$ cat config.mk
export PLATFORM = sky130hd
export DESIGN_NAME = ex_stage_mc_flat
export DESIGN_NICKNAME = d
export VERILOG_FILES = /design/src/rtl/ex_stage_mc_if.sv /design/src/rtl/ex_stage_mc.sv /design/src/flat_wrapper.sv
export SDC_FILE = /design/constraint.sdc
export NUM_CORES = 1
export LEC_CHECK = 0
export BUFFER_PORTS_ARGS = -buffer_cell sky130_fd_sc_hd__buf_4
export CORE_AREA = 2 2 152 154
export DETAILED_ROUTE_END_ITERATION = 6
export DIE_AREA = 0 0 154 156
export PLACE_DENSITY_LB_ADDON = 0.08
export SLEW_MARGIN = 20
export SYNTH_ARGS = -nofsm -noshare
export SYNTH_HDL_FRONTEND = slang
export SYNTH_SLANG_ARGS = --single-unit
$ cat constraint.sdc
create_clock -name clk -period 2.96 [get_ports clk]
set_input_delay 0.296 -clock clk [delete_from_list [all_inputs] [get_ports clk]]
set_output_delay 0.296 -clock clk [all_outputs]
set_load 0.01 [all_outputs]
$ cat src/rtl/ex_stage_mc_if.sv
// ex_stage_mc_if: ID->EX operand bundle plus EX result/handshake.
// master drives operands, slave (EX) returns busy/out_valid/jump/c.
interface ex_stage_mc_if #(
   parameter int XLEN = 32
);
   logic            in_valid;
   logic [6:0]      opcode;
   logic [2:0]      funct3;
   logic [6:0]      funct7;
   logic [XLEN-1:0] pc;
   logic [XLEN-1:0] data1;
   logic [XLEN-1:0] data2;
   logic [XLEN-1:0] imm;
   logic [XLEN-1:0] z_;
   logic            flush;
   logic            busy;
   logic            out_valid;
   logic            jump;
   logic [XLEN-1:0] c;

   modport master (
      output in_valid, opcode, funct3, funct7,
      output pc, data1, data2, imm, z_, flush,
      input  busy, out_valid, jump, c
   );

   modport slave (
      input  in_valid, opcode, funct3, funct7,
      input  pc, data1, data2, imm, z_, flush,
      output busy, out_valid, jump, c
   );
endinterface

$ cat src/rtl/ex_stage_mc.sv
// ex_stage_mc: multi-cycle EX stage, single-cycle base ops plus an
// iterative M extension enabled by defining EX_MULDIV_EN.
module ex_stage_mc #(
   parameter int XLEN = 32
) (
   input logic          clk,
   input logic          rst,
   ex_stage_mc_if.slave ex
);
   localparam logic [6:0] OP_LUI = 7'b0110111;
   localparam logic [6:0] OP_AUI = 7'b0010111;
   localparam logic [6:0] OP_JAL = 7'b1101111;
   localparam logic [6:0] OP_JLR = 7'b1100111;
   localparam logic [6:0] OP_BR  = 7'b1100011;
   localparam logic [6:0] OP_LD  = 7'b0000011;
   localparam logic [6:0] OP_ST  = 7'b0100011;
   localparam logic [6:0] OP_IMM = 7'b0010011;
   localparam logic [6:0] OP_OP  = 7'b0110011;
   localparam logic [6:0] OP_SYS = 7'b1110011;

   logic [XLEN-1:0] a, opb, alu, pc4, base_c, m_res;
   logic [XLEN-1:0] c_q, c_d;
   logic [5:0]      shamt;
   logic            is_m, alt, br, base_j;
   logic            busy_w, accept, m_go, m_done;
   logic            ov_q, ov_d, j_q, j_d;

   assign a      = ex.data1;
   assign accept = ex.in_valid & ~busy_w & ~ex.flush;

   always_comb begin
      is_m  = (ex.opcode == OP_OP) && (ex.funct7 == 7'b0000001);
      opb   = (ex.opcode == OP_OP) ? ex.data2 : ex.imm;
      shamt = opb[5:0] & ((XLEN == 64) ? 6'h3f : 6'h1f);
      alt   = ex.funct7[5];
      pc4   = ex.pc + XLEN'(4);
      alu   = '0;
      case (ex.funct3)
         3'b000:  alu = (ex.opcode == OP_OP && alt) ? a - opb : a + opb;
         3'b001:  alu = a << shamt;
         3'b010:  alu = XLEN'($signed(a) < $signed(opb));
         3'b011:  alu = XLEN'(a < opb);
         3'b100:  alu = a ^ opb;
         3'b101:  alu = alt ? XLEN'($signed(a) >>> shamt) : a >> shamt;
         3'b110:  alu = a | opb;
         default: alu = a & opb;
      endcase
      br = 1'b0;
      case (ex.funct3)
         3'b000:  br = a == ex.data2;
         3'b001:  br = a != ex.data2;
         3'b100:  br = $signed(a) < $signed(ex.data2);
         3'b101:  br = $signed(a) >= $signed(ex.data2);
         3'b110:  br = a < ex.data2;
         3'b111:  br = a >= ex.data2;
         default: br = 1'b0;
      endcase
      // branches report their target; SYSTEM passes the CSR read value z_
      base_c = '0;
      base_j = 1'b0;
      unique case (1'b1)
         ex.opcode == OP_LUI: base_c = ex.imm;
         ex.opcode == OP_AUI: base_c = ex.pc + ex.imm;
         ex.opcode == OP_JAL,
         ex.opcode == OP_JLR: begin
            base_c = pc4;
            base_j = 1'b1;
         end
         ex.opcode == OP_BR: begin
            base_c = ex.pc + ex.imm;
            base_j = br;
         end
         ex.opcode == OP_LD,
         ex.opcode == OP_ST: base_c = a + ex.imm;
         ex.opcode == OP_IMM: base_c = alu;
         ex.opcode == OP_OP && !is_m: base_c = alu;
         ex.opcode == OP_SYS: base_c = ex.z_;
         default: ;
      endcase
   end

`ifdef EX_MULDIV_EN
   typedef enum logic [1:0] {IDLE, RUN, DONE} state_t;
   localparam int CW = $clog2(XLEN) + 1;

   state_t            state_q, state_d;
   logic [CW-1:0]     cnt_q, cnt_d;
   logic [XLEN-1:0]   hi_q, hi_d, lo_q, lo_d, dv_q, dv_d, a_q, a_d;
   logic [2:0]        f3_q, f3_d;
   logic              neg_q, neg_d, nega_q, nega_d, dz_q, dz_d;
   logic [XLEN-1:0]   nhi, nlo, quo, rem;
   logic [XLEN:0]     sum, shl, dif;
   logic [2*XLEN-1:0] prod;
   logic              sa, sb, na, nb, last;

   assign busy_w = state_q == RUN;
   assign m_go   = is_m;
   assign last   = cnt_q == CW'(XLEN - 1);
   assign m_done = busy_w && last && !ex.flush;

   always_comb begin
      sa = ex.funct3 inside {3'b001, 3'b010, 3'b100, 3'b110};
      sb = ex.funct3 inside {3'b001, 3'b100, 3'b110};
      na = sa & a[XLEN-1];
      nb = sb & ex.data2[XLEN-1];
      // one shift-add or one restoring-divide step per cycle
      sum = {1'b0, hi_q} + (lo_q[0] ? {1'b0, dv_q} : '0);
      shl = {hi_q, lo_q[XLEN-1]};
      dif = shl - {1'b0, dv_q};
      if (!f3_q[2]) begin
         nhi = sum[XLEN:1];
         nlo = {sum[0], lo_q[XLEN-1:1]};
      end else if (!dif[XLEN]) begin
         nhi = dif[XLEN-1:0];
         nlo = {lo_q[XLEN-2:0], 1'b1};
      end else begin
         nhi = shl[XLEN-1:0];
         nlo = {lo_q[XLEN-2:0], 1'b0};
      end
      prod = {nhi, nlo};
      if (neg_q) prod = -prod;
      quo = neg_q ? -nlo : nlo;
      rem = nega_q ? -nhi : nhi;
      if (dz_q) begin
         quo = '1;
         rem = a_q;
      end
      if (!f3_q[2])
         m_res = (f3_q[1:0] == 2'b00) ? prod[XLEN-1:0] : prod[2*XLEN-1:XLEN];
      else
         m_res = f3_q[1] ? rem : quo;

      state_d = state_q;
      cnt_d   = cnt_q;
      hi_d    = hi_q;
      lo_d    = lo_q;
      dv_d    = dv_q;
      a_d     = a_q;
      f3_d    = f3_q;
      neg_d   = neg_q;
      nega_d  = nega_q;
      dz_d    = dz_q;
      if (ex.flush) begin
         state_d = IDLE;
         cnt_d   = '0;
      end else if (state_q == RUN) begin
         hi_d  = nhi;
         lo_d  = nlo;
         cnt_d = cnt_q + 1'b1;
         if (last) begin
            state_d = DONE;
            cnt_d   = '0;
         end
      end else if (accept && is_m) begin
         state_d = RUN;
         cnt_d   = '0;
         hi_d    = '0;
         lo_d    = na ? -a : a;
         dv_d    = nb ? -ex.data2 : ex.data2;
         a_d     = a;
         f3_d    = ex.funct3;
         neg_d   = na ^ nb;
         nega_d  = na;
         dz_d    = ex.data2 == '0;
      end else if (state_q == DONE) begin
         state_d = IDLE;
      end
   end

   always_ff @(posedge clk or posedge rst) begin
      if (rst) begin
         state_q <= IDLE;
         cnt_q   <= '0;
         hi_q    <= '0;
         lo_q    <= '0;
         dv_q    <= '0;
         a_q     <= '0;
         f3_q    <= '0;
         neg_q   <= 1'b0;
         nega_q  <= 1'b0;
         dz_q    <= 1'b0;
      end else begin
         state_q <= state_d;
         cnt_q   <= cnt_d;
         hi_q    <= hi_d;
         lo_q    <= lo_d;
         dv_q    <= dv_d;
         a_q     <= a_d;
         f3_q    <= f3_d;
         neg_q   <= neg_d;
         nega_q  <= nega_d;
         dz_q    <= dz_d;
      end
   end
`else
   assign busy_w = 1'b0;
   assign m_go   = 1'b0;
   assign m_done = 1'b0;
   assign m_res  = '0;
`endif

   always_comb begin
      ov_d = 1'b0;
      c_d  = c_q;
      j_d  = j_q;
      if (m_done) begin
         ov_d = 1'b1;
         c_d  = m_res;
         j_d  = 1'b0;
      end else if (accept && !m_go) begin
         ov_d = 1'b1;
         c_d  = base_c;
         j_d  = base_j;
      end
   end

   always_ff @(posedge clk or posedge rst) begin
      if (rst) begin
         ov_q <= 1'b0;
         c_q  <= '0;
         j_q  <= 1'b0;
      end else begin
         ov_q <= ov_d;
         c_q  <= c_d;
         j_q  <= j_d;
      end
   end

   assign ex.busy      = busy_w;
   assign ex.out_valid = ov_q;
   assign ex.jump      = j_q;
   assign ex.c         = c_q;
endmodule

$ cat src/flat_wrapper.sv
// flat-port wrapper written by rule: the top's interface ports become plain ports
module ex_stage_mc_flat 
#(
   parameter int XLEN = 32
)
  (clk, rst, ex_in_valid, ex_opcode, ex_funct3, ex_funct7, ex_pc, ex_data1, ex_data2, ex_imm, ex_z_, ex_flush, ex_busy, ex_out_valid, ex_jump, ex_c);
  ex_stage_mc_if #(.XLEN(XLEN)) ex_i ();
  input logic clk;
  input logic rst;
  input wire logic [$bits(ex_i.in_valid)-1:0] ex_in_valid;
  input wire logic [$bits(ex_i.opcode)-1:0] ex_opcode;
  input wire logic [$bits(ex_i.funct3)-1:0] ex_funct3;
  input wire logic [$bits(ex_i.funct7)-1:0] ex_funct7;
  input wire logic [$bits(ex_i.pc)-1:0] ex_pc;
  input wire logic [$bits(ex_i.data1)-1:0] ex_data1;
  input wire logic [$bits(ex_i.data2)-1:0] ex_data2;
  input wire logic [$bits(ex_i.imm)-1:0] ex_imm;
  input wire logic [$bits(ex_i.z_)-1:0] ex_z_;
  input wire logic [$bits(ex_i.flush)-1:0] ex_flush;
  output wire logic [$bits(ex_i.busy)-1:0] ex_busy;
  output wire logic [$bits(ex_i.out_valid)-1:0] ex_out_valid;
  output wire logic [$bits(ex_i.jump)-1:0] ex_jump;
  output wire logic [$bits(ex_i.c)-1:0] ex_c;
  assign ex_i.in_valid = ex_in_valid;
  assign ex_i.opcode = ex_opcode;
  assign ex_i.funct3 = ex_funct3;
  assign ex_i.funct7 = ex_funct7;
  assign ex_i.pc = ex_pc;
  assign ex_i.data1 = ex_data1;
  assign ex_i.data2 = ex_data2;
  assign ex_i.imm = ex_imm;
  assign ex_i.z_ = ex_z_;
  assign ex_i.flush = ex_flush;
  assign ex_busy = ex_i.busy;
  assign ex_out_valid = ex_i.out_valid;
  assign ex_jump = ex_i.jump;
  assign ex_c = ex_i.c;
  ex_stage_mc #(.XLEN(XLEN)) u_core (.clk(clk), .rst(rst), .ex(ex_i));
endmodule
==> results.toml, run 1 <==
[synthesis]
syn_inst = 2120
ys_ff_latch = 34
syn_avg_cell_area_um2 = 6.89
synth.net_count = 2458
synth_ff_type = "dfrtp_1"
synth-async-reset-ratio_pct = 100
yosysUniqueCellTypes = 103
syn_area_um2 = 14600
ys_seq_area_share_pct = 5.83
yosys_warnings = 0
synth_edf_count = 0

[placement]
place.gp.congestion = 1.35
dp_hpwl_um = 73100
dp.cells = 3133
port_buffers = 214

[floorplanning]
die_h_um = 156
rows = 55
start_util_pct = 65.3
io_pins = 216
dieWidth_um = 154

[outcome]
status = "did not finish"
haltStage = "clock tree synthesis"
error = "[ERROR DPL-0038] Utilization greater than 100%, impossible to legalize"

[cts]
post_cts_resized = 271
post-cts-setup-buffer-count = 41
cts_buffers = 5
clock-root-buffer = "clkbuf_16"
htree_levels = 2
cts.path.max_buffers = 2
clock_sinks = 34
cts_hold_buf = 0
[synthesized netlist by cell type (42+ instances only)]
cell type  instances  share of area (%)
a21oi_1          181                6.2
a21o_1            76                3.9
nand2_1          149                3.8
o21ai_0          168                5.8
nor2_1           198                5.1
xnor2_1           70                4.2
o211ai_1          49                2.5
inv_1            146                3.8
clkbuf_1          78                2.0
nand3_1           78                2.7
ha_1             155                 13
mux2i_1           74                5.1
mux2_2            42                3.2
[per-stage QoR]
| stage | area [µm²] | util, % | hold slack (ps) | setup slack [ps] | TNS (ps) |
|---|---|---|---|---|---|
| 3_5_place_dp | 21200 | 94.7 | 431 | -1380 | -32570 |
| 3_3_place_gp | 21200 | 94.7 | 427 | -1020 | -25400 |
| 2_1_floorplan | 15000 | - | 438 | -999 | -19110 |
[kinds of logic after synthesis]
logic type               Yosys count  synth area share [%]
buffers and inverters            286                  8.20
AND/OR/NAND/NOR                  606                  19.9
AO/OA/AOI/OAI                    824                  38.1
other                              1                0.0257
multiplexers                     119                  8.78
adder cells (fa/ha/maj)          157                  13.6
flip-flops                        34                  5.83
XOR/XNOR                          93                  5.58
==> run 2, diff against run 1 <==
--- a/config.mk
+++ b/config.mk
@@ -6,10 +6,10 @@
 export NUM_CORES = 1
 export LEC_CHECK = 0
 export BUFFER_PORTS_ARGS = -buffer_cell sky130_fd_sc_hd__buf_4
-export CORE_AREA = 2 2 152 154
+export CORE_AREA = 2 2 195 197
 export DETAILED_ROUTE_END_ITERATION = 6
-export DIE_AREA = 0 0 154 156
-export PLACE_DENSITY_LB_ADDON = 0.08
+export DIE_AREA = 0 0 197 199
+export PLACE_DENSITY_LB_ADDON = 0.15
 export SLEW_MARGIN = 20
 export SYNTH_ARGS = -nofsm -noshare
 export SYNTH_HDL_FRONTEND = slang
==> run 2 against run 1 <==
Net effect:
- the flow now finishes, with violations (negative setup slack)
- synthesized cell count unchanged
- area after synthesis unchanged
==> results.toml, run 2 <==
[outcome]
status = "finished with violations"
violations = "negative setup slack"

[cells_and_area]
area_growth_pct = 70.4
mostFrequentLayoutCells = "buf_4 (964), nor2_1 (186), nand2_1 (145)"
fin_cells = 3513
mostFrequentLayoutCell = "buf_4"
final_net_count = 3376
drive_gt1_share_pct = 45.4
finish.utilization_pct = 67.0
diodes = 0
largest_register_ffs = 32

[synthesis]
synth_top_area_share_pct = 13.3
ys_ff_latch = 34
yosys-top-cells-area = "ha_1 (13%), a21oi_1 (6.2%), dfrtp_1 (5.8%)"
synth_edf_count = 0
syn_avg_cell_area_um2 = 6.89
syn_inst = 2120
synth_top_cell_by_area = "ha_1"
yosysUniqueCellTypes = 103
ys_top_cells_by_count = "nor2_1 (198), a21oi_1 (181), o21ai_0 (168)"
ys_seq_area_share_pct = 5.83
synth_ff_type = "dfrtp_1"
synth.net_count = 2458
syn_area_um2 = 14600
yosys_warnings = 0
synth-async-reset-ratio_pct = 100
yosysMostFrequentCell = "nor2_1"

[power]
ir_drop_mv = 0.203
leakagePower_nw = 11.8
power.total_mw = 5.88
p_per_area_nw_per_um2 = 236

[detailed_routing]
vias = 22200
wire_per_inst_um = 27.2
drtPass1Iterations = 6
drt_iter0_markers = 2743
drc = 0
vias_per_cell = 6.32
drt.antenna.violating_nets = 0
drt-total-wl_um = 95500

[placement]
dp_hpwl_um = 74100
dp.cells = 3425
port_buffers = 214
place.gp.congestion = 1.06
dpl_worst_slack_ps = -1390

[sta]
period_minus_slack_ps = 3890
finalCritPeriodShare_pct = 131
setup_viol = 33
worst_slack_ps = -932
fmax_mhz = 257
final-hold-violation-count = 0
hold_ws_ps = 113
skew_ps = 0
rsz0062_at_grt = "yes"
maxSlewViolCount = 0
worst_pin_slew_ps = 893
relSlewSlack_pct = 40.1

[hold_path]
hold_path_class = "in2async"

[cts]
clk_latency_ps = 290
cts_buffers = 5
cts_tree = "built"
cts.path.max_buffers = 2
cts.clk_slew.worst_paths_ps = 50
clock-root-buffer = "clkbuf_16"
htree_levels = 2
clock_sinks = 34

[floorplanning]
die-area_um2 = 39200
start_util_pct = 39.3
rows = 71
dieWidth_um = 197
core_area_um2 = 37100
die_h_um = 199
io_pins = 216

[critical_path]
max_stage_delay_ps = 390
crit_buf_inv = 4
r2r_cells = 10
startpoint_type = "input port"
r2r_slack_ps = 860
cp.required_ps = 3160
cp.arrival_ps = 4090
crit_fanout = 7
r2r_start = "u_core.ex.c[0]$_DFFE_PP0P_"
crit_chain = "buf_6, and4bb_4, nand2_8, buf_8, a21o_1, ha_1, a21oi_2, o22ai_1, o31ai_1, buf_4, nand4_1, a311oi_2, buf_4, o22ai_1, o31ai_1, o21bai_1, xnor2_1, nand3_1, a31oi_1"
rr_endpoint = "u_core.ex.c[0]$_DFFE_PP0P_"
criticalPathCategory = "in2reg"
worst_setup_path_end_kind = "flip-flop"
worst_path_dominant_cell_family = "compound AO/OA/AOI/OAI gates"
worst_path_max_delay_cell = "and4bb_4"

[flow_run]
cap_violations = 0

[grt]
antenna_found_initial = 2
overflow = 0
grt_first_pass_wirelength_um = 135000
grt_max_degree = 55
grt_usage_pct = 46.7
grt_pass1_vias = 21300
-- run 2: worst reg2reg max path: stages (launching register included) --
cell	delay, ps
dfrtp_1	400
a222oi_1	310
nand2_1	80
a21oi_1	130
buf_4	190
nand3_1	90
a21oi_1	110
o21ai_0	90
buf_4	180
a31oi_4	300
a211oi_2	80
-- run 2: cell type report --
| type | count | area, µm² |
|---|---|---|
| clock buffers | 7 | 143 |
| clock inverters | 1 | 5.00 |
| fillers | 3140 | 12300 |
| inverters | 152 | 596 |
| multi-input cells | 1800 | 14200 |
| flip-flops and latches | 34 | 851 |
| well taps | 474 | 593 |
| repair buffers | 1045 | 8510 |
-- run 2: through the flow --
step / setup TNS [ps] / cell area, µm²
after floorplan: -19110 / 15000
after detailed placement: -31680 / 22300
after CTS: -14400 / 24100
after global placement: -29460 / 22300
final: -16920 / 24900
after global routing: -20410 / 24900
-- run 2: logic make-up (layout without fill, tap and decap cells) --
| logic type | count (synthesis) | after routing | share of synthesized area, % |
|---|---|---|---|
| AOI/OAI and AO/OA | 824 | 824 | 38.1 |
| DFF | 34 | 34 | 5.83 |
| muxes | 119 | 119 | 8.78 |
| xor gates and xnor gates | 93 | 93 | 5.58 |
| other | 1 | 1 | 0.0257 |
| buffers and inverters | 286 | 1205 | 8.20 |
| adders and majority gates | 157 | 157 | 13.6 |
| and+or+nand+nor | 606 | 606 | 19.9 |
-- run 2: power by group --
part	switching, mW	leakage (nW)	total [mW]	internal, mW
logic	2.55	11.3	4.82	2.27
clock network	0.216	0.0739	0.550	0.334
registers	0.0226	0.458	0.509	0.487
-- run 2: per-layer routing --
metal,GRT usage (%),vias up,wire length (µm)
li1,-,9752,-
met1,59.1,10500,36900
met2,70.5,1542,39800
met3,14.8,380,12400
met4,25.2,2,6330
met5,0,-,44
-- run 2: worst max-delay path by stage --
stage | from | endpoint | cells past startpoint
final | ex_opcode[6] | u_core.ex.c[31]$_DFFE_PP0P_ | 19
after global routing | ex_opcode[6] | u_core.ex.c[31]$_DFFE_PP0P_ | 19
after CTS | ex_opcode[3] | u_core.ex.c[24]$_DFFE_PP0P_ | 19
after detailed placement | ex_opcode[3] | u_core.ex.c[29]$_DFFE_PP0P_ | 18
after global placement | ex_opcode[3] | u_core.ex.c[29]$_DFFE_PP0P_ | 18
after floorplan | ex_opcode[3] | u_core.ex.c[24]$_DFFE_PP0P_ | 18
-- run 2: what timing repair did --
item | CTS | global route
resized for setup | 249 | 119
pin swaps | 98 | 109
endpoints found under the setup margin | 33 | 33
setup buffers | 47 | 32
hold buffers | 0 | 0
cloned | 7 | 0
No activity file was read; power rests on OpenSTA's default activity.
==> run 3, diff against run 2 <==
--- a/config.mk
+++ b/config.mk
@@ -7,9 +7,12 @@
 export LEC_CHECK = 0
 export BUFFER_PORTS_ARGS = -buffer_cell sky130_fd_sc_hd__buf_4
 export CORE_AREA = 2 2 195 197
+export CTS_CLUSTER_DIAMETER = 100
 export DETAILED_ROUTE_END_ITERATION = 6
 export DIE_AREA = 0 0 197 199
+export MAX_ROUTING_LAYER = met4
 export PLACE_DENSITY_LB_ADDON = 0.15
+export RECOVER_POWER = 100
 export SLEW_MARGIN = 20
 export SYNTH_ARGS = -nofsm -noshare
 export SYNTH_HDL_FRONTEND = slang
==> run 3 against run 2 <==
Net effect:
- the flow finishes with violations (design-rule violations, max-capacitance violations, max-slew violations, negative setup slack)
- sequential power barely moved
- core utilization rose by 0.79 points
- sequential share of layout area barely moved
- maximum frequency fell by 1.2%
- via count rose by 4.6%
- global-route usage rose by 2.6 points
- combinational power rose by 2%
- count of clock-buffer cells in the layout did not move
- clock power rose by 1%
- non-clock buffer count rose by 26
- worst setup slack got worse by 46 ps
- wire length rose by 4.0%
- critical path type unchanged
- largest cell class unchanged
- largest power group unchanged
==> results.toml, run 3 (synthesized netlist as in run 2, its figures left out) <==
[outcome]
status = "finished with violations"
violations = "design-rule violations, max-capacitance violations, max-slew violations, negative setup slack"

[floorplanning]
rows = 71
io_pins = 216
dieWidth_um = 197
core_area_um2 = 37100
die-area_um2 = 39200
start_util_pct = 39.3
die_h_um = 199

[grt]
overflow = 0
grt_max_degree = 55
grt_usage_pct = 49.3
grt_pass1_vias = 22000
antenna_found_initial = 4
grt_first_pass_wirelength_um = 139000

[sta]
final-hold-violation-count = 0
tns_ps = -20950
maxSlewViolCount = 35
worst_slack_ps = -977
relSlewSlack_pct = -37.3
fmax_mhz = 254
worst_pin_slew_ps = 2060
rsz0062_at_grt = "yes"
skew_ps = 0
finalCritPeriodShare_pct = 133
period_minus_slack_ps = 3940
setup_viol = 33

[detailed_routing]
drt_iter0_markers = 3052
vias = 23200
drt.antenna.violating_nets = 0
drc = 4
wire_per_inst_um = 28.0
drt-total-wl_um = 99300
drtPass1Iterations = 7
vias_per_cell = 6.56

[critical_path]
criticalPathCategory = "in2reg"
r2r_cells = 11
worst_setup_path_end_kind = "flip-flop"
cp.arrival_ps = 4130
startpoint_type = "input port"
cp.required_ps = 3160
crit_fanout = 5

[cells_and_area]
mostFrequentLayoutCell = "buf_4"
largest_register_ffs = 32
fillers = 3087
finish.utilization_pct = 67.8
mostFrequentLayoutCells = "buf_4 (945), nor2_1 (184), nand2_1 (146)"
final_net_count = 3402
drive_gt1_share_pct = 46.1
fin_cells = 3542
area_growth_pct = 72.4

[flow_run]
cap_violations = 1

[cts]
cts_buffers = 5
cts.clk_slew.worst_paths_ps = 60
clock_sinks = 34
clk_latency_ps = 280
htree_levels = 2
cts_tree = "built"
clock-root-buffer = "clkbuf_16"
cts.path.max_buffers = 2

[power]
ir_drop_mv = 0.181
p_per_area_nw_per_um2 = 239
power.total_mw = 6.01
leakagePower_nw = 11.8

[placement]
port_buffers = 214
dpl_worst_slack_ps = -1230
place.gp.congestion = 1.09
dp.cells = 3431
dp_hpwl_um = 75100

[hold_path]
hold_path_class = "in2reg"
min_path_cells = 3
[run 3: changes by cell type in the layout (fill, tap and decap cells not counted), sizes merged]
cell and delta:
inv -1, buf -6, bufbuf -5, clkbuf +37, diode +3, clkinv +1
[run 3: power breakdown]
group          switching, mW  internal (mW)
combinational           2.65           2.29
clock                  0.223          0.334
sequential            0.0233          0.487
total                   2.90           3.11
[run 3: per-layer routing]
| metal | wire, µm | GRT usage, % | vias up |
|---|---|---|---|
| li1 | - | - | 9810 |
| met1 | 37300 | 59.7 | 10900 |
| met2 | 40700 | 71.8 | 1851 |
| met3 | 13200 | 14.3 | 613 |
| met4 | 8180 | 31.1 | 0 |
| met5 | 0 | - | - |
[run 3: area by class of cell]
cell class              count  area, µm²  area share [%]
diodes                      3       7.51          0.0298
clock buffers               7        143           0.567
clock inverters             1       5.00          0.0199
inverters                 152        606            2.41
multi-input cells        1800      14400            57.3
flip-flops and latches     34        851            3.38
well taps                 474        593            2.36
repair buffers           1071       8540            33.9
[run 3: worst paths after layout]
| check | start | to | slack (ps) |
|---|---|---|---|
| max | ex_opcode[3] | u_core.ex.c[30]$_DFFE_PP0P_ | -980 |
| min | ex_z_[17] | u_core.ex.c[17]$_DFFE_PP0P_ | 410 |
| max reg2reg | u_core.ex.c[0]$_DFFE_PP0P_ | u_core.ex.c[0]$_DFFE_PP0P_ | 770 |
| min reg2reg | u_core.ex.c[8]$_DFFE_PP0P_ | u_core.ex.c[8]$_DFFE_PP0P_ | 540 |
| max in group asynchronous | rst | u_core.ex.c[10]$_DFFE_PP0P_ | 1010 |
| min in group asynchronous | rst | u_core.ex.c[27]$_DFFE_PP0P_ | 750 |
[run 3: metrics by stage]
| step | instance area, µm² | hold slack [ps] |
|---|---|---|
| 4_1_cts | 24400 | 130 |
| 2_1_floorplan | 15000 | 438 |
| 6_report | 25200 | 415 |
| 5_1_grt | 25200 | 442 |
| 3_3_place_gp | 22300 | 434 |
| 3_5_place_dp | 22300 | 437 |
[run 3: timing repair]
item	4_1_cts	5_1_grt
buffers inserted	71	34
pin swaps	145	87
hold buffers	0	0
gates cloned	6	0
gates resized for setup	304	141
setup endpoints to repair	33	33
[run 3: critical path: stages]
cell and delay (ps):
buf_6 90, nand3b_4 160, buf_4 150, buf_6 120, buf_8 130, o21ai_4 240, and2_4 240, inv_8 50
fa_2 400, a211oi_4 340, o21ai_2 100, a31oi_1 220, buf_4 200, o31ai_4 70, a31oi_4 250, a211oi_2 120
o21ai_2 160, a31oi_2 110, o21ai_1 150, nand4b_1 210, a311oi_2 320
